==> config.mk <==
export PLATFORM = sky130hd
export DESIGN_NAME = wired_resolve_pipe
export DESIGN_NICKNAME = d
export VERILOG_FILES = /design/src/rtl/wired_resolve_pkg.sv /design/src/rtl/wired_resolve_bit.sv /design/src/rtl/wired_resolve_pipe.sv
export SDC_FILE = /design/constraint.sdc
export NUM_CORES = 1
export LEC_CHECK = 0
export CORE_AREA = 3 3 64 66
export DETAILED_ROUTE_END_ITERATION = 12
export DIE_AREA = 0 0 67 69
export PLACE_DENSITY = 0.93
export SLEW_MARGIN = 20
export SYNTH_ARGS = -nofsm -noshare
export SYNTH_HDL_FRONTEND = slang
export SYNTH_SLANG_ARGS = --single-unit
==> constraint.sdc <==
create_clock -name clk -period 3.15 [get_ports clk]
set_input_delay 0.315 -clock clk [delete_from_list [all_inputs] [get_ports clk]]
set_output_delay 0.315 -clock clk [all_outputs]
set_load 0.02 [all_outputs]
==> src/rtl/wired_resolve_pkg.sv <==
// Shared constants, buffer state type and saturating-increment helper for wired_resolve_pipe.
package wired_resolve_pkg;

   localparam int unsigned MODE_WAND = 0;
   localparam int unsigned MODE_WOR  = 1;

   typedef enum logic [1:0] {
      EMPTY = 2'd0,
      ONE   = 2'd1,
      TWO   = 2'd2
   } buf_state_e;

   // Counters up to 32 bits wide; the caller truncates back to its own width.
   function automatic logic [31:0] sat_inc(input logic [31:0] count, input int unsigned width);
      logic [31:0] max_val;
      max_val = (width >= 32) ? '1 : ((32'd1 << width) - 32'd1);
      return (count >= max_val) ? count : count + 32'd1;
   endfunction

endpackage

==> src/rtl/wired_resolve_bit.sv <==
// Combinational single-bit wired-net resolver (wand/wor), with undriven and conflict flags.
// Conflict detection is built only when WIRED_RESOLVE_STATS_EN is defined.
module wired_resolve_bit
   import wired_resolve_pkg::*;
#(
   parameter int unsigned CHANNELS = 4,
   parameter int unsigned MODE     = MODE_WAND
) (
   input  logic [CHANNELS-1:0] drv_bits,
   input  logic [CHANNELS-1:0] drv_en,
   output logic                value,
   output logic                zmask,
   output logic                conflict
);

   logic any_en;
   logic any_one;
   logic any_zero;

   always_comb begin
      any_en   = |drv_en;
      any_one  = |(drv_bits & drv_en);
      any_zero = |(~drv_bits & drv_en);
      zmask    = ~any_en;
      if (MODE == MODE_WOR) begin
         value = any_one;
      end else begin
         value = any_en & ~any_zero;
      end
`ifdef WIRED_RESOLVE_STATS_EN
      conflict = any_one & any_zero;
`else
      conflict = 1'b0;
`endif
   end

endmodule

==> src/rtl/wired_resolve_pipe.sv <==
// Pipelined wired-net resolver behind a 2-entry valid/ready skid buffer.
// Define WIRED_RESOLVE_STATS_EN to build the conflict/undriven saturating counters.
module wired_resolve_pipe
   import wired_resolve_pkg::*;
#(
   parameter int unsigned CHANNELS = 4,
   parameter int unsigned WIDTH    = 8,
   parameter int unsigned MODE     = MODE_WAND,
   parameter int unsigned CNT_W    = 16
) (
   input  logic                            clk,
   input  logic                            rst,
   input  logic                            in_valid,
   output logic                            in_ready,
   input  logic [CHANNELS-1:0][WIDTH-1:0]  drv_data,
   input  logic [CHANNELS-1:0]             drv_en,
   output logic                            out_valid,
   input  logic                            out_ready,
   output logic [WIDTH-1:0]                out_data,
   output logic [WIDTH-1:0]                out_zmask,
   output logic [CNT_W-1:0]                conflict_cnt,
   output logic [CNT_W-1:0]                undriven_cnt
);

   logic [WIDTH-1:0] res_data;
   logic [WIDTH-1:0] res_zmask;
   logic [WIDTH-1:0] conflict_bits;

   for (genvar i = 0; i < WIDTH; i++) begin : g_bit
      logic [CHANNELS-1:0] bits;
      always_comb begin
         for (int unsigned c = 0; c < CHANNELS; c++) begin
            bits[c] = drv_data[c][i];
         end
      end
      wired_resolve_bit #(
         .CHANNELS (CHANNELS),
         .MODE     (MODE)
      ) u_bit (
         .drv_bits (bits),
         .drv_en   (drv_en),
         .value    (res_data[i]),
         .zmask    (res_zmask[i]),
         .conflict (conflict_bits[i])
      );
   end

   buf_state_e       state_q, state_d;
   logic [WIDTH-1:0] main_data_q, main_data_d;
   logic [WIDTH-1:0] main_zmask_q, main_zmask_d;
   logic [WIDTH-1:0] skid_data_q, skid_data_d;
   logic [WIDTH-1:0] skid_zmask_q, skid_zmask_d;
   logic             accept;
   logic             emit;

   assign in_ready  = (state_q != TWO);
   assign out_valid = (state_q != EMPTY);
   assign out_data  = main_data_q;
   assign out_zmask = main_zmask_q;
   assign accept    = in_valid & in_ready;
   assign emit      = out_valid & out_ready;

   // The main slot always feeds the output; the skid slot only fills while stalled in ONE.
   always_comb begin
      state_d      = state_q;
      main_data_d  = main_data_q;
      main_zmask_d = main_zmask_q;
      skid_data_d  = skid_data_q;
      skid_zmask_d = skid_zmask_q;
      unique case (state_q)
         EMPTY: begin
            if (accept) begin
               main_data_d  = res_data;
               main_zmask_d = res_zmask;
               state_d      = ONE;
            end
         end
         ONE: begin
            if (accept && emit) begin
               main_data_d  = res_data;
               main_zmask_d = res_zmask;
            end else if (accept) begin
               skid_data_d  = res_data;
               skid_zmask_d = res_zmask;
               state_d      = TWO;
            end else if (emit) begin
               state_d      = EMPTY;
            end
         end
         TWO: begin
            if (emit) begin
               main_data_d  = skid_data_q;
               main_zmask_d = skid_zmask_q;
               state_d      = ONE;
            end
         end
         default: state_d = EMPTY;
      endcase
   end

   always_ff @(posedge clk or posedge rst) begin
      if (rst) begin
         state_q      <= EMPTY;
         main_data_q  <= '0;
         main_zmask_q <= '0;
         skid_data_q  <= '0;
         skid_zmask_q <= '0;
      end else begin
         state_q      <= state_d;
         main_data_q  <= main_data_d;
         main_zmask_q <= main_zmask_d;
         skid_data_q  <= skid_data_d;
         skid_zmask_q <= skid_zmask_d;
      end
   end

`ifdef WIRED_RESOLVE_STATS_EN
   logic [CNT_W-1:0] conflict_cnt_q, conflict_cnt_d;
   logic [CNT_W-1:0] undriven_cnt_q, undriven_cnt_d;

   always_comb begin
      conflict_cnt_d = conflict_cnt_q;
      undriven_cnt_d = undriven_cnt_q;
      if (accept) begin
         if (|conflict_bits) begin
            conflict_cnt_d = CNT_W'(sat_inc(32'(conflict_cnt_q), CNT_W));
         end
         if (drv_en == '0) begin
            undriven_cnt_d = CNT_W'(sat_inc(32'(undriven_cnt_q), CNT_W));
         end
      end
   end

   always_ff @(posedge clk or posedge rst) begin
      if (rst) begin
         conflict_cnt_q <= '0;
         undriven_cnt_q <= '0;
      end else begin
         conflict_cnt_q <= conflict_cnt_d;
         undriven_cnt_q <= undriven_cnt_d;
      end
   end

   assign conflict_cnt = conflict_cnt_q;
   assign undriven_cnt = undriven_cnt_q;
`else
   logic unused_conflict;
   assign unused_conflict = |conflict_bits;
   assign conflict_cnt    = '0;
   assign undriven_cnt    = '0;
`endif

endmodule

* Yosys cells after proc, flatten, opt, wreduce, memory -nomap -nowiden
Cells that the tools add are included.
W data, S select, Z words.
** Storage, ports and cells
- Bits of input ports :: 40
- Register bits after elaboration :: 27
- Output and inout port bits :: 50
** Cells by class
- Bitwise gates (word level) :: 36
- Eq/ne operators :: 8
- Reductions and logical operators :: 16
- Multiplexer cells :: 14
** Operator list (number)
- $mux W8 :: 6
- $pmux W8 S3 :: 2
- $reduce_or A4 Y1 :: 9
- $and A4 B4 Y4 :: 8
- $not A4 Y4 :: 8
- $and A1 B1 Y1 :: 10
- $mux W2 :: 5
- $ne A2 B2 Y1 const B :: 5
- $not A1 Y1 :: 10
- $reduce_and A4 Y1 :: 2
- $pmux W2 S3 :: 1
- $ne A3 B3 Y1 const B :: 1
- $reduce_and A3 Y1 :: 1
- $reduce_bool A3 Y1 :: 1
- $eq A2 B1 Y1 const B :: 1
- $eq A2 B2 Y1 const B :: 1
- $logic_not A2 Y1 :: 1
- $reduce_bool A2 Y1 :: 1
- $logic_and A1 B1 Y1 :: 1

* Longest topological paths before layout
Gate-level depths: netlist (run 1).
- Depth in word-level cells :: 7
- Depth in mapped cells :: 6
- Mapped depth without buffers :: 4

* By module
A second synthesis (run 1) with hierarchy kept.
** Second synthesis, totals
- Cells, all modules :: 215
- Area total of the unflattened synthesis :: 2304.7 µm²
** By module, submodules not included
- wired_resolve_pipe :: cells an instance 135, area an instance 1854.3 µm², instances 1, sequential area each 850.8 µm²
- wired_resolve_bit :: cells an instance 10, area an instance 56.3 µm², instances 8, sequential area each 0.0 µm²

* Worst setup path after synthesis (run 1)
Ideal clock, no wire load.
- Path type :: input -> register
- Start point :: in drv_en[0]
- End point :: reg main_data_q[5] (netlist: out_data[5])
- Path slack :: 1.734 ns
- Buffers on the path :: 0
- Stages on the path :: 4
- Setup time :: 0.126 ns
- Arrival time :: 1.290 ns
- Path through :: or4_4 -> nand3_4 -> nor2_1 -> a221o_1
** On the way
- Word-level cells in the longest chain between the ends :: 6
- Elaborated cells between the ends (all ways) :: 8
** Ends and longest elaborated chain
- start, declared :: RTL line wired_resolve_pipe.sv:16 : input logic [CHANNELS-1:0] drv_en,
- $and A4 B4 Y4 :: RTL line wired_resolve_bit.sv:23 : any_zero = |(~drv_bits & drv_en);
- $reduce_or A4 Y1 :: RTL line wired_resolve_bit.sv:23
- $not A1 Y1 :: RTL line wired_resolve_bit.sv:28 : value = any_en & ~any_zero;
- $and A1 B1 Y1 (*) :: RTL line wired_resolve_bit.sv:28
- $mux W8, on equally long branches :: RTL line wired_resolve_pipe.sv:79, wired_resolve_pipe.sv:72
- $pmux W8 S3 (*) :: RTL line wired_resolve_pipe.sv:70 : unique case (state_q)
- end signal, assigned :: RTL line wired_resolve_pipe.sv:110 : main_data_q <= main_data_d;
- end, declared :: RTL line wired_resolve_pipe.sv:49 : logic [WIDTH-1:0] main_data_q, main_data_d;
Mark *: on every way between the ends. The rest lies on a longest branch, timed or not. The select of a mux whose other input is x is not followed.
A chain may end at the register's enable or synchronous reset.

* Final worst setup path (run 1)
- Start point :: in in_valid
- End point :: reg skid_data_q[5]
** On the way
- Word-level cells in the longest chain between the ends :: 4
** Ends and longest elaborated chain
- start, declared :: RTL line wired_resolve_pipe.sv:13 : input logic in_valid,
- $and A1 B1 Y1 (*) :: RTL line wired_resolve_pipe.sv:60 : assign accept = in_valid & in_ready;
- $logic_and A1 B1 Y1 :: RTL line wired_resolve_pipe.sv:79 : if (accept && emit) begin
- $not A1 Y1 (no source line)
- $reduce_and A3 Y1 (no source line) (*)
- end signal, assigned :: RTL line wired_resolve_pipe.sv:112 : skid_data_q <= skid_data_d;
- end, declared :: RTL line wired_resolve_pipe.sv:51 : logic [WIDTH-1:0] skid_data_q, skid_data_d;
Mark *: on every way between the ends. The rest lies on a longest branch, timed or not.

==> results of run 1 <==
kinds of logic (layout without fill, tap and decap cells):
kind of cell           after synthesis  in the layout
AO/OA/AOI/OAI                       34             34
buffers and inverters               47             65
flip-flops                          20             20
other                                1             32
AND/OR/NAND/NOR                     54             54
how the worst max path moves through the flow:
stage	from	end	slack (ps)
2_1_floorplan	drv_en[0]	out_data[5]	1730
3_5_place_dp	in_valid	skid_data_q[1]	1030
4_1_cts	in_valid	skid_data_q[5]	1280
5_1_grt	in_valid	skid_zmask_q[0]	1030
3_3_place_gp	drv_en[0]	out_data[2]	1080
6_report	in_valid	skid_data_q[5]	1270
routing by layer:
layer | wire (um) | share of wire | up-vias | global-route usage
met4 | 46 | 0.017 | 0 | 0.0473
li1 | - | - | 566 | -
met3 | 300 | 0.11 | 5 | 0.0277
met5 | 0 | 0 | - | 0
met2 | 1270 | 0.46 | 67 | 0.206
met1 | 1130 | 0.41 | 493 | 0.164
power groups by stage:
stage               combinational [mW]  clock [mW]  sequential (mW)
floorplan                        0.260           0            0.406
global placement                 0.414           0            0.380
detailed placement               0.423           0            0.381
CTS                              0.424       0.163            0.376
global route                     0.459       0.173            0.388
finish                           0.420       0.161            0.375
synthesized netlist by cell type (2+ instances only):
cell	instances	area, um2
buf_4	39	293
dfrtp_1	20	500
nand2b_1	17	106
nand2_1	12	45.0
o21ai_0	12	60.1
nor2_1	8	30.0
or2b_1	8	60.1
a221o_1	7	70.1
o2111ai_1	7	61.3
inv_1	5	18.8
a21oi_1	3	15.0
nor2b_1	3	18.8
buf_2	2	10.0
o22ai_1	2	12.5
flip-flops by register name, indices dropped and copies added, names as in the netlist:
register	count
skid_data_q	8
out_zmask	1
out_data	8
skid_zmask_q	1
state_q	2
layout make-up:
| type | instances | area, um2 | area share |
|---|---|---|---|
| inverters | 5 | 18.8 | 0.0100 |
| clock buffers | 3 | 41.3 | 0.0221 |
| well taps | 48 | 60.1 | 0.0322 |
| repair buffers | 57 | 571 | 0.305 |
| flip-flops and latches | 20 | 500 | 0.268 |
| multi-input cells | 120 | 677 | 0.362 |
worst register-to-register path, cell delays in order, from the launching register on:
cell and delay (ps):
dfrtp_1 420, nor2b_1 530, nand2_1 400, nand2_1 150
o21ai_0 110
==> flow_metrics.py, run 1 <==
metrics = {
    "grt": {
        "grt_max_degree": 21,
        "grt_pass1_vias": 1098,
        "grt_usage": 0.128,
        "grt_pass1_wl_mm": 4.75,
        "grt_antenna_before_repair": 0,
        "overflow": 0,
    },
    "job": {
        "cap_viol_max_count": 0,
    },
    "setup_path": {
        "end_kind": "flip-flop",
        "cp_max_fo": 12,
        "critPathMaxStageDelay_ps": 540,
        "worstReg2RegEnd": "skid_data_q[5]",
        "cp.buffers_inverters": 1,
        "crit_top_cell": "nand2_1",
        "timing.rr.start": "state_q[1]",
        "cp_slowest_cell": "nor2b_1",
        "cp.arrival_ps": 2000,
        "crit_type": "primary input to flip-flop",
        "r2r_slack_ps": 1430,
        "cp.required_ps": 3270,
        "cp_num_cells": 5,
        "cpLargestDelayFamily": "simple AND/OR/NAND/NOR gates",
        "ff2ff_path_depth": 4,
        "cp_cell_sequence": "clkdlybuf4s50_1 -> nor2b_1 -> nand2_1 -> nand2_1 -> o21ai_0",
        "setup.worst_path.start_class": "primary input",
    },
    "run_status": {
        "status": "finished, final reports clean",
    },
    "drt": {
        "viasPerCell": 4.47,
        "drc": 0,
        "postRouteAntennaNets": 0,
        "num_vias": 1131,
        "drtIter0Drc": 36,
        "drt_wl_total_mm": 2.75,
        "wl_per_cell_um": 10.9,
        "drtPass1Iterations": 4,
    },
    "clock_tree": {
        "cts_buffers": 3,
        "cts_resized": 0,
        "clkSinkCount": 20,
        "htree_levels": 1,
        "ctsHoldBuffers": 0,
        "clk_pin_slew_ps": 70,
        "clk_path_buf_depth": 2,
        "cts_tree": "yes",
        "insertion_delay_ps": 250,
        "cts_root_buffer": "clkbuf_8",
        "cts_setup_buffers": 0,
    },
    "power_and_ir_drop": {
        "total_power_uw": 955,
        "p_seq_frac": 0.393,
        "p_clk_frac": 0.168,
        "p_leak_nw": 0.816,
        "p_sw_uw": 339,
        "vdd_drop_max_mv": 0.153,
        "p_comb_frac": 0.439,
        "switching_share": 0.355,
        "power_density_mw_per_mm2": 511,
        "internal-power_uw": 616,
    },
    "sta": {
        "fin_ws_ps": 1270,
        "setup_violations": 0,
        "finalMaxSlewViolations": 0,
        "hold_viol": 0,
        "grt_setup_unrepaired": "false",
        "worst_pin_slew_ps": 723,
        "slew_headroom": 0.518,
        "post-route-period-util": 0.597,
        "tns_ps": 0,
        "fin_crit_ps": 1880,
        "hold_ws_ps": 480,
        "fmax_mhz": 532,
        "finClkSkew_ps": 1.49,
    },
    "finish": {
        "utilization": 0.514,
        "fin_cells": 253,
        "final_area_mm2": 0.00187,
        "mostFrequentLayoutCells": "57 x clkdlybuf4s50_1, 32 x conb_1, 20 x dfrtp_1",
        "syn2layout_area_growth_pct": 34.7,
        "layout_commonest_cell": "clkdlybuf4s50_1",
        "finalNetCount": 247,
        "antennaDiodeCount": 0,
        "fill_cells": 345,
        "drive_gt1_frac": 0.0341,
    },
    "die": {
        "initial_core_util": 0.382,
        "fp.dieH_um": 69,
        "design.die.area_mm2": 0.00462,
        "die_x_um": 67,
        "rows": 22,
        "coreArea_mm2": 0.00363,
        "num_io_pins": 90,
    },
    "synthesis": {
        "async_flop_share": 1.00,
        "synth-edff-count": 0,
        "synthCells": 156,
        "synth-seq-cells": 20,
        "synth_ff_type": "dfrtp_1",
        "synth_top_family_by_area": "buffers and inverters",
        "synth-xor-area-share": 0,
        "synthSimpleGateAreaFrac": 0.227,
        "ys_warn_count": 0,
        "post_synth.cell_area_avg_um2": 8.89,
        "synth_compound_area_frac": 0.174,
        "synthMuxAreaShare": 0,
        "synth_area_mm2": 0.00139,
        "synth-seq-area-share": 0.361,
        "synth_cell_types": 25,
        "synth_fa_ha_area_frac": 0,
    },
    "placement": {
        "port_buffers": 57,
        "dpl.hpwl_mm": 2.38,
        "dpl_worst_slack_ps": 1030,
        "place_inst": 250,
        "dpl_cell_area_mm2": 0.00183,
        "place_congestion": 0.792,
    },
    "min_path": {
        "hold_class": "primary input to async pin",
    },
}
Note: power is estimated with default switching activity, not from simulation.
==> run 2: changes to the inputs <==
--- a/config.mk
+++ b/config.mk
@@ -5,10 +5,10 @@
 export SDC_FILE = /design/constraint.sdc
 export NUM_CORES = 1
 export LEC_CHECK = 0
-export CORE_AREA = 3 3 64 66
+export CORE_AREA = 3 3 69 71
 export DETAILED_ROUTE_END_ITERATION = 12
-export DIE_AREA = 0 0 67 69
-export PLACE_DENSITY = 0.93
+export DIE_AREA = 0 0 72 74
+export PLACE_DENSITY = 0.85
 export SLEW_MARGIN = 20
 export SYNTH_ARGS = -nofsm -noshare
 export SYNTH_HDL_FRONTEND = slang
==> constraint.sdc (replaced) <==
create_clock -name clk -period 1.7 [get_ports clk]
set_input_delay 0.17 -clock clk [delete_from_list [all_inputs] [get_ports clk]]
set_output_delay 0.17 -clock clk [all_outputs]
set_load 0.02 [all_outputs]
==> run 2 against run 1 <==
Register-to-register slack got worse by 1200 ps. Utilization fell by 6.1 points. Clock power rose by 120%. Via count rose by 5.7%. Clock skew rose by 1.9 ps. Critical path depth fell by 4. Non-clock buffer count rose by 8. Total power rose by 95%. Sequential share of layout area fell by 1.1 points. Critical path type is now flip-flop to output pin.
==> flow_metrics.py, run 2 (synthesized netlist as in run 1, its figures left out) <==
metrics = {
    "sta": {
        "fin_crit_ps": 1550,
        "finClkSkew_ps": 3.42,
        "hold_ws_ps": 236,
        "post-route-period-util": 0.911,
        "setup_violations": 0,
        "finalMaxSlewViolations": 0,
        "hold_viol": 0,
        "fmax_mhz": 646,
        "grt_setup_unrepaired": "false",
    },
    "placement": {
        "dpl.hpwl_mm": 2.78,
        "place_inst": 262,
        "dpl_cell_area_mm2": 0.00189,
        "port_buffers": 57,
        "place_congestion": 0.816,
    },
    "finish": {
        "antennaDiodeCount": 0,
        "syn2layout_area_growth_pct": 40.4,
        "fin_cells": 266,
        "drive_gt1_frac": 0.0794,
        "final_area_mm2": 0.00195,
        "finalNetCount": 255,
        "layout_commonest_cell": "clkdlybuf4s50_1",
        "mostFrequentLayoutCells": "55 x clkdlybuf4s50_1, 32 x conb_1, 20 x dfrtp_1",
        "fill_cells": 413,
    },
    "die": {
        "num_io_pins": 90,
        "initial_core_util": 0.323,
        "design.die.area_mm2": 0.00533,
        "rows": 24,
        "coreArea_mm2": 0.00429,
        "die_x_um": 72,
        "fp.dieH_um": 74,
    },
    "setup_path": {
        "ff2ff_path_depth": 4,
        "crit_start": "out_zmask[6]",
        "cp_slowest_cell": "clkdlybuf4s50_1",
        "cp.arrival_ps": 1380,
        "cp.required_ps": 1530,
        "cp_cell_sequence": "clkdlybuf4s50_1",
        "cp_max_fo": 9,
        "cpLargestDelayFamily": "buffers and inverters",
        "r2r_slack_ps": 270,
        "critPathMaxStageDelay_ps": 650,
        "worstReg2RegEnd": "out_data[5]",
        "setup.worst_path.start_class": "flip-flop",
        "end_kind": "output pin",
        "crit_type": "flip-flop to output pin",
        "timing.rr.start": "state_q[1]",
        "cp.buffers_inverters": 1,
    },
    "drt": {
        "drtIter0Drc": 30,
        "postRouteAntennaNets": 0,
        "wl_met1_mm": 1.21,
        "top_layer_used": "met4",
        "num_vias": 1196,
        "drt_wl_total_mm": 3.23,
        "drtPass1Iterations": 4,
        "drc": 0,
        "met3_length_um": 274,
        "wl_per_cell_um": 12.1,
        "wl_met2_mm": 1.68,
        "viasPerCell": 4.50,
    },
    "power_and_ir_drop": {
        "p_clk_frac": 0.193,
        "p_leak_nw": 0.861,
        "vdd_drop_max_mv": 0.293,
        "internal-power_mw": 1.20,
        "power_density_mw_per_mm2": 956,
        "p_seq_frac": 0.377,
        "p_sw_uw": 661,
        "switching_share": 0.355,
        "p_comb_frac": 0.430,
    },
    "job": {
        "cap_viol_max_count": 0,
    },
    "clock_tree": {
        "htree_levels": 1,
        "clk_path_buf_depth": 2,
        "cts_root_buffer": "clkbuf_8",
        "cts_tree": "yes",
        "cts_buffers": 3,
        "insertion_delay_ps": 260,
        "cts_setup_buffers": 0,
        "clkSinkCount": 20,
        "clk_pin_slew_ps": 70,
    },
    "grt": {
        "grt_usage": 0.121,
        "grt_antenna_before_repair": 0,
        "grt_pass1_wl_mm": 5.11,
        "grt_max_degree": 21,
        "overflow": 0,
        "grt_pass1_vias": 1148,
    },
    "run_status": {
        "status": "finished, final reports clean",
    },
    "min_path": {
        "hold_class": "primary input to async pin",
    },
}
-- run 2: cell types whose count changed in the layout (fill, tap and decap cells not counted) --
cell             change
clkdlybuf4s50_1      -2
clkbuf_8             +1
buf_4                +8
nor2b_2              +1
nor2b_1              -1
dlygate4sd2_1        +2
-- run 2: repair_timing --
action                     in CTS  in global routing
gates resized for setup         3                  0
setup endpoints to repair       2                  0
hold buffers                    0                  0
-- run 2: how the worst max path moves through the flow --
stage	cells past startpoint	slack, ps	endpoint
floorplan	5	330	out_data[0]
global placement	5	-70	out_data[1]
detailed placement	5	-90	out_data[3]
CTS	1	120	out_zmask[1]
global route	1	60	out_zmask[4]
finish	1	150	out_zmask[1]
-- run 2: power groups by stage --
stage	registers, mW	clock network (mW)	logic (mW)
floorplan	0.753	0	0.481
global placement	0.705	0	0.789
detailed placement	0.712	0	0.811
CTS	0.704	0.356	0.808
global route	0.720	0.380	0.865
finish	0.702	0.359	0.801
-- run 2: stage by stage --
stage | setup slack, ps | utilization | power (mW) | TNS, ps
final | 152 | 0.453 | 1.86 | 0
after global routing | 55.8 | 0.453 | 1.97 | 0
after CTS | 123 | 0.453 | 1.87 | 0
after detailed placement | -92.9 | 0.441 | 1.52 | -598
after global placement | -69.8 | 0.441 | 1.49 | -476
after floorplan | 329 | - | 1.23 | 0
-- run 2: per-layer routing --
layer	up-vias	track usage
met5	-	0
met4	0	0.0438
met3	7	0.0324
met2	67	0.230
met1	545	0.128
li1	577	-
-- run 2: layout make-up --
cell class / count / area, um2 / share of cell area
multi-input combinational: 120 / 679 / 0.349
timing repair buffer: 65 / 628 / 0.323
sequential: 20 / 500 / 0.257
inverter: 5 / 18.8 / 0.00964
clock buffer: 4 / 55.1 / 0.0283
tap: 52 / 65.1 / 0.0334
==> run 3: changes to the inputs <==
--- a/config.mk
+++ b/config.mk
@@ -5,6 +5,7 @@
 export SDC_FILE = /design/constraint.sdc
 export NUM_CORES = 1
 export LEC_CHECK = 0
+export CAP_MARGIN = 20
 export CORE_AREA = 3 3 69 71
 export DETAILED_ROUTE_END_ITERATION = 12
 export DIE_AREA = 0 0 72 74
==> results of run 3 <==
The final DEF is identical to that of run 2; final timing and power are the same.
